===== config.mk =====
export PLATFORM = sky130hd
export DESIGN_NAME = memory_arbiter
export DESIGN_NICKNAME = d
export VERILOG_FILES = /design/src/rtl/memory_arbiter.sv
export SDC_FILE = /design/constraint.sdc
export NUM_CORES = 1
export LEC_CHECK = 0
export CAP_MARGIN = 5
export CORE_AREA = 2 2 106 108
export DETAILED_ROUTE_END_ITERATION = 16
export DIE_AREA = 0 0 108 110
export DONT_BUFFER_PORTS = 1
export GPL_ROUTABILITY_DRIVEN = 0
export GPL_TIMING_DRIVEN = 0
export MAX_ROUTING_LAYER = met4
export SLEW_MARGIN = 5
export SYNTH_ARGS = -nofsm -noshare
export SYNTH_HDL_FRONTEND = slang
export SYNTH_SLANG_ARGS = --single-unit

===== constraint.sdc =====
create_clock -name clock -period 1.4 [get_ports clock]
set_clock_uncertainty 0.1 [all_clocks]
set_input_delay 0.42 -clock clock [delete_from_list [all_inputs] [get_ports clock]]
set_output_delay 0.42 -clock clock [all_outputs]
set_load 0.1 [all_outputs]

===== src/rtl/memory_arbiter.sv =====
// Two-requester arbiter (instruction fetch and data) in front of a single-port memory.
// One transaction in flight; data has priority but fetch is forced through after a data streak.
module memory_arbiter #(
  parameter int unsigned MAX_DATA_STREAK = 4
) (
  input  logic        clock,
  input  logic        reset,
  input  logic        if_req,
  input  logic [31:0] if_address,
  output logic        if_rvalid,
  output logic [31:0] if_rdata,
  input  logic        d_req,
  input  logic [31:0] d_address,
  input  logic [31:0] d_wdata,
  input  logic        d_write,
  input  logic [2:0]  d_format,
  output logic        d_rvalid,
  output logic [31:0] d_rdata,
  output logic        mem_req,
  output logic [31:0] mem_address,
  output logic [31:0] mem_wdata,
  output logic        mem_write,
  output logic [2:0]  mem_format,
  input  logic        mem_gnt,
  input  logic        mem_rvalid,
  input  logic [31:0] mem_rdata
);

  typedef enum logic [1:0] {
    IDLE = 2'd0,
    REQ  = 2'd1,
    RESP = 2'd2,
    DONE = 2'd3
  } state_t;

  localparam logic [3:0] MAX_STREAK = 4'(MAX_DATA_STREAK);

  state_t      state_q, state_d;
  logic        owner_data_q, owner_data_d;
  logic [3:0]  streak_q, streak_d;
  logic        mem_req_q, mem_req_d;
  logic [31:0] mem_address_q, mem_address_d;
  logic [31:0] mem_wdata_q, mem_wdata_d;
  logic        mem_write_q, mem_write_d;
  logic [2:0]  mem_format_q, mem_format_d;
  logic [31:0] rdata_q, rdata_d;
  logic        if_rvalid_q, if_rvalid_d;
  logic        d_rvalid_q, d_rvalid_d;

  // Next-state, capture and output-register logic for the transaction FSM.
  always_comb begin
    state_d       = state_q;
    owner_data_d  = owner_data_q;
    streak_d      = streak_q;
    mem_req_d     = 1'b0;
    mem_address_d = mem_address_q;
    mem_wdata_d   = mem_wdata_q;
    mem_write_d   = mem_write_q;
    mem_format_d  = mem_format_q;
    rdata_d       = rdata_q;
    if_rvalid_d   = 1'b0;
    d_rvalid_d    = 1'b0;

    case (state_q)
      IDLE: begin
        if (if_req || d_req) begin
          // Data wins unless a waiting fetch has already lost MAX_DATA_STREAK times.
          if (d_req && !(if_req && (streak_q == MAX_STREAK))) begin
            owner_data_d  = 1'b1;
            mem_address_d = d_address;
            mem_wdata_d   = d_wdata;
            mem_write_d   = d_write;
            mem_format_d  = d_format;
            if (!if_req) begin
              streak_d = 4'd0;
            end else if (streak_q >= MAX_STREAK) begin
              streak_d = MAX_STREAK;
            end else begin
              streak_d = streak_q + 4'd1;
            end
          end else begin
            owner_data_d  = 1'b0;
            mem_address_d = if_address;
            mem_wdata_d   = 32'd0;
            mem_write_d   = 1'b0;
            mem_format_d  = 3'b010;
            streak_d      = 4'd0;
          end
          mem_req_d = 1'b1;
          state_d   = REQ;
        end else begin
          state_d = IDLE;
        end
      end
      REQ: begin
        if (mem_gnt) begin
          state_d = RESP;
        end else begin
          mem_req_d = 1'b1;
          state_d   = REQ;
        end
      end
      RESP: begin
        if (mem_rvalid) begin
          rdata_d     = mem_rdata;
          if_rvalid_d = !owner_data_q;
          d_rvalid_d  = owner_data_q;
          state_d     = DONE;
        end else begin
          state_d = RESP;
        end
      end
      DONE: begin
        state_d = IDLE;
      end
      default: begin
        state_d = IDLE;
      end
    endcase
  end

  // State and output registers with synchronous reset.
  always_ff @(posedge clock) begin
    if (reset) begin
      state_q       <= IDLE;
      owner_data_q  <= 1'b0;
      streak_q      <= 4'd0;
      mem_req_q     <= 1'b0;
      mem_address_q <= 32'd0;
      mem_wdata_q   <= 32'd0;
      mem_write_q   <= 1'b0;
      mem_format_q  <= 3'd0;
      rdata_q       <= 32'd0;
      if_rvalid_q   <= 1'b0;
      d_rvalid_q    <= 1'b0;
    end else begin
      state_q       <= state_d;
      owner_data_q  <= owner_data_d;
      streak_q      <= streak_d;
      mem_req_q     <= mem_req_d;
      mem_address_q <= mem_address_d;
      mem_wdata_q   <= mem_wdata_d;
      mem_write_q   <= mem_write_d;
      mem_format_q  <= mem_format_d;
      rdata_q       <= rdata_d;
      if_rvalid_q   <= if_rvalid_d;
      d_rvalid_q    <= d_rvalid_d;
    end
  end

  assign mem_req     = mem_req_q;
  assign mem_address = mem_address_q;
  assign mem_wdata   = mem_wdata_q;
  assign mem_write   = mem_write_q;
  assign mem_format  = mem_format_q;
  assign if_rvalid   = if_rvalid_q;
  assign d_rvalid    = d_rvalid_q;
  assign if_rdata    = rdata_q;
  assign d_rdata     = rdata_q;

endmodule


==> metrics.cfg, run 1 <==
[run_status]
status=finished, violations left
violations=setup timing

[routing]
routed_wl_um=16600
drt-initial-drc-count=246
drcViolationCount=0
antenna_left=0
drt_pass1_iterations=5
wl_per_cell_um=21.9
vias_per_cell=6.15
via_count=4656

[final_layout]
fin_cells=757
drive_gt1_frac=0.515
layout.nets=752
antenna_cells=0
area_delta_synth_final_pct=46.9

[cts]
clk_path_buf_depth=2
clock_sinks=110
insertion_delay_ps=370
ctsHoldBuffers=0
clk_pin_slew_worst_paths_ps=110
cts_buffers=9
h-tree-depth=3
cts_tree=done
cts_root_buf=clkbuf_8

[global_routing]
grt_pass1_vias=4553
grt_pass1_wl_um=24000
grt_overflow_total=0
antenna_found_initial=0
grt_max_degree=19
grt.total_usage=0.268

[floorplanning]
die_w_um=108
io_pins=273
fp.dieH_um=110
core_area_um2=10700
rows=38
die_area_um2=11900
initial_utilization=0.441

[yosys]
synth_edf_count=0
syn-num-nets=715
ys_seq_area_frac=0.467
syn_inst=575
syn-cell-area_um2=4720
ys_types=29
ys_ff_latch=110
synth_flop_cell=dfxtp_1
yosysWarnings=0
avgSynthCellArea_um2=8.20
synthArstFlopShare=0

[timing]
finalWorstSetupSlack_ps=-303
setup_viol=205
slew_headroom=0.477
max_freq_ghz=0.587
finalHoldViolCount=0
grt_setup_unrepaired=yes
finalCritPeriodShare=1.22
tightest_slew_ps=785
period_needed_ps=1700
slew_viol_final=0

[critical_path]
crit_buf_inv=1
crit_fanout=3
slowest_delay_ps=570
critPathKind=reg -> out
worstPathArrival_ps=1180
critical_path.top_delay_family=flip-flops
cp_data_required_time_ps=880
cp_cell_sequence=buf_12
startpoint_type=flip-flop
cp_slowest_cell=dfxtp_4
end_kind=primary output

[placement]
hpwl_um=11000
dpl.cell_count=715
io_buffers=0

[power_and_ir_drop]
clock_power_share=0.231
power_density_nw_per_um2=1230
p_total_mw=8.50
seqPwrFrac=0.603
p_int_mw=4.76
leakagePower_nw=2.33
power_frac_comb=0.166
switchingPower_mw=3.74
swShare=0.440
vdd_ir_drop_max_mv=0.748

[hold_path]
min-delay-path-class=in -> reg

[run]
maxCapViolations=0

## through the flow
step | hold WS, ps | area, um2 | setup TNS, ps | setup slack [ps] | util
floorplan | 302 | 5010 | -1820 | -70.5 | -
global placement | 322 | 5180 | -31410 | -381 | 0.485
detailed placement | 322 | 5180 | -32160 | -399 | 0.485
CTS | 39.8 | 6490 | -24970 | -316 | 0.607
global route | 34.7 | 6930 | -35820 | -342 | 0.648
finish | 49.2 | 6930 | -25990 | -303 | 0.648
## power groups by stage
stage	clock [mW]	combinational [mW]	sequential [mW]
floorplan	0	0.861	5.13
global placement	0	1.04	5.20
detailed placement	0	1.06	5.20
CTS	2.00	1.26	5.12
global route	2.15	1.53	5.15
finish	1.96	1.41	5.12
## kinds of logic after synthesis
| kind of cell | count (synthesis) | synth area share |
|---|---|---|
| compound gates | 210 | 0.249 |
| simple gates | 155 | 0.165 |
| flops | 110 | 0.467 |
| buf+inv | 98 | 0.114 |
| fa+ha+maj | 2 | 0.00530 |
## cell usage in the layout (no fill, tap or decap), drive strengths merged, types with 3 or more instances in the layout
| master | instances |
|---|---|
| nand2 | 65 |
| dfxtp | 110 |
| a21oi | 105 |
| nor3 | 3 |
| nand3 | 33 |
| clkbuf | 41 |
| nor2 | 4 |
| a311oi | 32 |
| nand4 | 38 |
| inv | 6 |
| o21ai | 71 |
| buf | 88 |
## cell usage after synthesis (23+ instances only)
| library cell | n | share of area |
|---|---|---|
| a311oi_1 | 32 | 0.059 |
| a21oi_1 | 105 | 0.11 |
| nand4_1 | 38 | 0.050 |
| o21ai_0 | 35 | 0.037 |
| buf_4 | 37 | 0.059 |
| nand3_1 | 33 | 0.035 |
| nand2_1 | 65 | 0.052 |
| clkbuf_1 | 31 | 0.025 |
| buf_2 | 23 | 0.024 |
| o21ai_1 | 36 | 0.038 |
| dfxtp_1 | 110 | 0.47 |
## path summary, 6_finish.rpt
path | from | end | slack [ps] | cells after the start
max | d_rdata[25] | if_rdata[25] | -300 | 1
min | mem_rdata[30] | d_rdata[30] | 50 | 2
max reg2reg | streak_q[0] | mem_address[31] | -260 | 6
min reg2reg | owner_data_q | if_rvalid | 330 | 1
## state kept, by name, summed over array words and instances, names as in the netlist, 3 cells and up, named ones only
register,flops
d_rdata,32
mem_address,32
mem_wdata,32
streak_q,4
mem_format,3
## metal layers
metal,GRT usage,up-vias,share of wire
met2,0.472,229,0.52
li1,-,2141,-
met5,-,-,0
met4,0.0824,0,0.017
met1,0.292,2262,0.37
met3,0.0817,24,0.091
## layout make-up
type	count	area [um2]
Fill cell	868	3770
Sequential cell	110	2590
Multi-Input combinational cell	369	2480
Buffer	94	1140
Timing Repair Buffer	25	334
Tap cell	140	175
Clock buffer	10	128
Clock inverter	6	67.6
Inverter	3	11.3
## worst register-to-register path: cells and delay by family (launching register included)
family | cells | cell delay [ps]
AO/OA/AOI/OAI | 2 | 380
flip-flops | 1 | 340
AND/OR/NAND/NOR | 1 | 330
buffers and inverters | 2 | 240
adder cells (fa/ha/maj) | 1 | 150
## repair_timing
item | in CTS | in global routing
setup endpoints to repair | 241 | 241
pin swaps | 75 | 74
resized for setup | 263 | 89
setup buffers | 13 | 2
cloned | 8 | 4
No activity file was read; power rests on OpenSTA's default activity.
==> run 2: changes to the inputs <==
--- a/config.mk
+++ b/config.mk
@@ -7,6 +7,7 @@
 export LEC_CHECK = 0
 export CAP_MARGIN = 5
 export CORE_AREA = 2 2 106 108
+export CTS_BUF_LIST = sky130_fd_sc_hd__clkbuf_4
 export DETAILED_ROUTE_END_ITERATION = 16
 export DIE_AREA = 0 0 108 110
 export DONT_BUFFER_PORTS = 1
==> metrics.cfg, run 2 (synthesized netlist as in run 1, its figures left out) <==
[run_status]
status=finished, violations left  ; unchanged
violations=setup timing  ; unchanged

[cts]
cts_tree=done  ; unchanged
cts_root_buf=clkbuf_4  ; was clkbuf_8
insertion_delay_ps=470  ; was 370 ps
cts_buffers=9  ; unchanged
clk_path_buf_depth=2  ; unchanged
h-tree-depth=3  ; unchanged
clock_sinks=110  ; unchanged
clk_pin_slew_worst_paths_ps=170  ; was 110 ps

[critical_path]
cp_slowest_cell=dfxtp_4  ; unchanged
end_kind=primary output  ; unchanged
slowest_delay_ps=590  ; was 570 ps
critPathKind=reg -> out  ; unchanged
startpoint_type=flip-flop  ; unchanged
cp.depth=1  ; unchanged
crit_fanout=3  ; unchanged
cp_cell_sequence=buf_12  ; unchanged
reg2reg_depth=7  ; was 6
cp_data_required_time_ps=880  ; about the same
critical_path.top_delay_family=flip-flops  ; unchanged
crit_buf_inv=1  ; unchanged
worstPathArrival_ps=1300  ; was 1180 ps

[power_and_ir_drop]
vdd_ir_drop_max_mv=0.786  ; was 0.748 mV
swShare=0.448  ; was 0.440
leakagePower_nw=2.83  ; was 2.33 nW
p_total_mw=8.57  ; was 8.50 mW
seqPwrFrac=0.599  ; was 0.603
power_frac_comb=0.207  ; was 0.166
switchingPower_mw=3.84  ; was 3.74 mW
power_density_nw_per_um2=1050  ; was 1230 nW/um2
p_int_mw=4.72  ; was 4.76 mW
clock_power_share=0.193  ; was 0.231

[routing]
drcViolationCount=0  ; unchanged
vias_per_cell=6.07  ; was 6.15
antenna_left=0  ; unchanged
wl_per_cell_um=21.6  ; was 21.9 um
via_count=5388  ; was 4656
met3_length_um=1700  ; was 1520 um
routed_wl_um=19200  ; was 16600 um
drt_pass1_iterations=5  ; unchanged
highest_layer=met4  ; unchanged
drt-met1-wl_um=6700  ; was 6220 um
wl_met2_um=10000  ; was 8590 um
drt-initial-drc-count=331  ; was 246

[timing]
finalHoldViolCount=0  ; unchanged
setup_viol=205  ; unchanged
grt_setup_unrepaired=yes  ; unchanged
max_freq_ghz=0.551  ; was 0.587 GHz
tightest_slew_ps=924  ; was 785 ps
slew_viol_final=0  ; unchanged
period_needed_ps=1820  ; was 1700 ps
finalWorstSetupSlack_ps=-416  ; was -303 ps
finalCritPeriodShare=1.30  ; was 1.22
slew_headroom=0.384  ; was 0.477

[floorplanning]
rows=38  ; unchanged
die_area_um2=11900  ; unchanged
initial_utilization=0.441  ; unchanged
core_area_um2=10700  ; unchanged
fp.dieH_um=110  ; unchanged
io_pins=273  ; unchanged
die_w_um=108  ; unchanged

[hold_path]
hold_depth=2  ; unchanged
min-delay-path-class=in -> reg  ; unchanged

[placement]
io_buffers=0  ; unchanged
hpwl_um=11000  ; unchanged
place_ws_ps=-399  ; unchanged

[global_routing]
grt.total_usage=0.305  ; was 0.268
grt_pass1_vias=5374  ; was 4553
antenna_found_initial=0  ; unchanged
grt_overflow_total=0  ; unchanged
grt_pass1_wl_um=27500  ; was 24000 um
grt_max_degree=19  ; unchanged

[final_layout]
drive_gt1_frac=0.422  ; was 0.515
antenna_cells=0  ; unchanged
area_delta_synth_final_pct=73.4  ; was 46.9%
layout_commonest_cell=dlygate4sd3_1  ; was dfxtp_4
fill_cells=696  ; was 868
multiInputGateArea_um2=2500  ; was 2480 um2
final_cell_mix=dlygate4sd3_1, dfxtp_4, a21oi_1  ; was dfxtp_4, a21oi_1, nand2_1
regArea_um2=2600  ; was 2590 um2
layout.nets=882  ; was 752

[run]
maxCapViolations=0  ; unchanged

## run 2: changes by cell type in the layout (fill, tap and decap cells not counted), sizes merged
cell,change
dlygate4sd3,+131
clkbuf,+1
nor2,-1
buf,-1
## run 2: power by group through the flow
| stage | Clock [mW] | Combinational, mW | Sequential [mW] |
|---|---|---|---|
| after global placement | 0 | 1.04 | 5.20 |
| after floorplan | 0 | 0.861 | 5.13 |
| after CTS | 1.70 | 1.57 | 5.12 |
| after global routing | 1.83 | 1.89 | 5.16 |
| after detailed placement | 0 | 1.06 | 5.20 |
| final | 1.66 | 1.78 | 5.13 |
## run 2: final cells by class
type	count	area share
Sequential cell	110	0.318
Inverter	3	0.00138
Multi-Input combinational cell	368	0.306
Timing Repair Buffer	156	0.199
Clock inverter	6	0.00826
Clock buffer	10	0.00918
Buffer	94	0.136
Tap cell	140	0.0214
## run 2: path summary, 6_finish.rpt
check | start | end | slack (ps)
worst max-delay path | d_rdata[24] | if_rdata[24] | -420
worst max register to register | streak_q[0] | mem_address[21] | -300
worst min register to register | owner_data_q | if_rvalid | 340
worst min-delay path | if_req | streak_q[2] | 20
## run 2: repair_timing
action,in CTS,in global routing
hold endpoints to repair,103,1
buffers inserted,13,2
hold buffers,130,1
pin swaps,65,49
endpoints found under the setup margin,241,231
gates resized for setup,266,80
cloned,9,2
## run 2: metrics by stage
stage,hold slack [ps],util,instance area [um2],cells,TNS (ps)
6_report,23.9,0.764,8180,887,-41260
5_1_grt,18.4,0.764,8180,887,-51880
4_1_cts,0.276,0.723,7740,882,-41890
3_5_place_dp,322,0.485,5180,715,-32160
3_3_place_gp,322,0.485,5180,715,-31410
2_1_floorplan,302,-,5010,575,-1820
## run 2: metal layers
layer,global-route usage,up-vias
met5,-,-
met4,0.124,0
met3,0.0811,73
met2,0.542,329
met1,0.324,2585
li1,-,2401
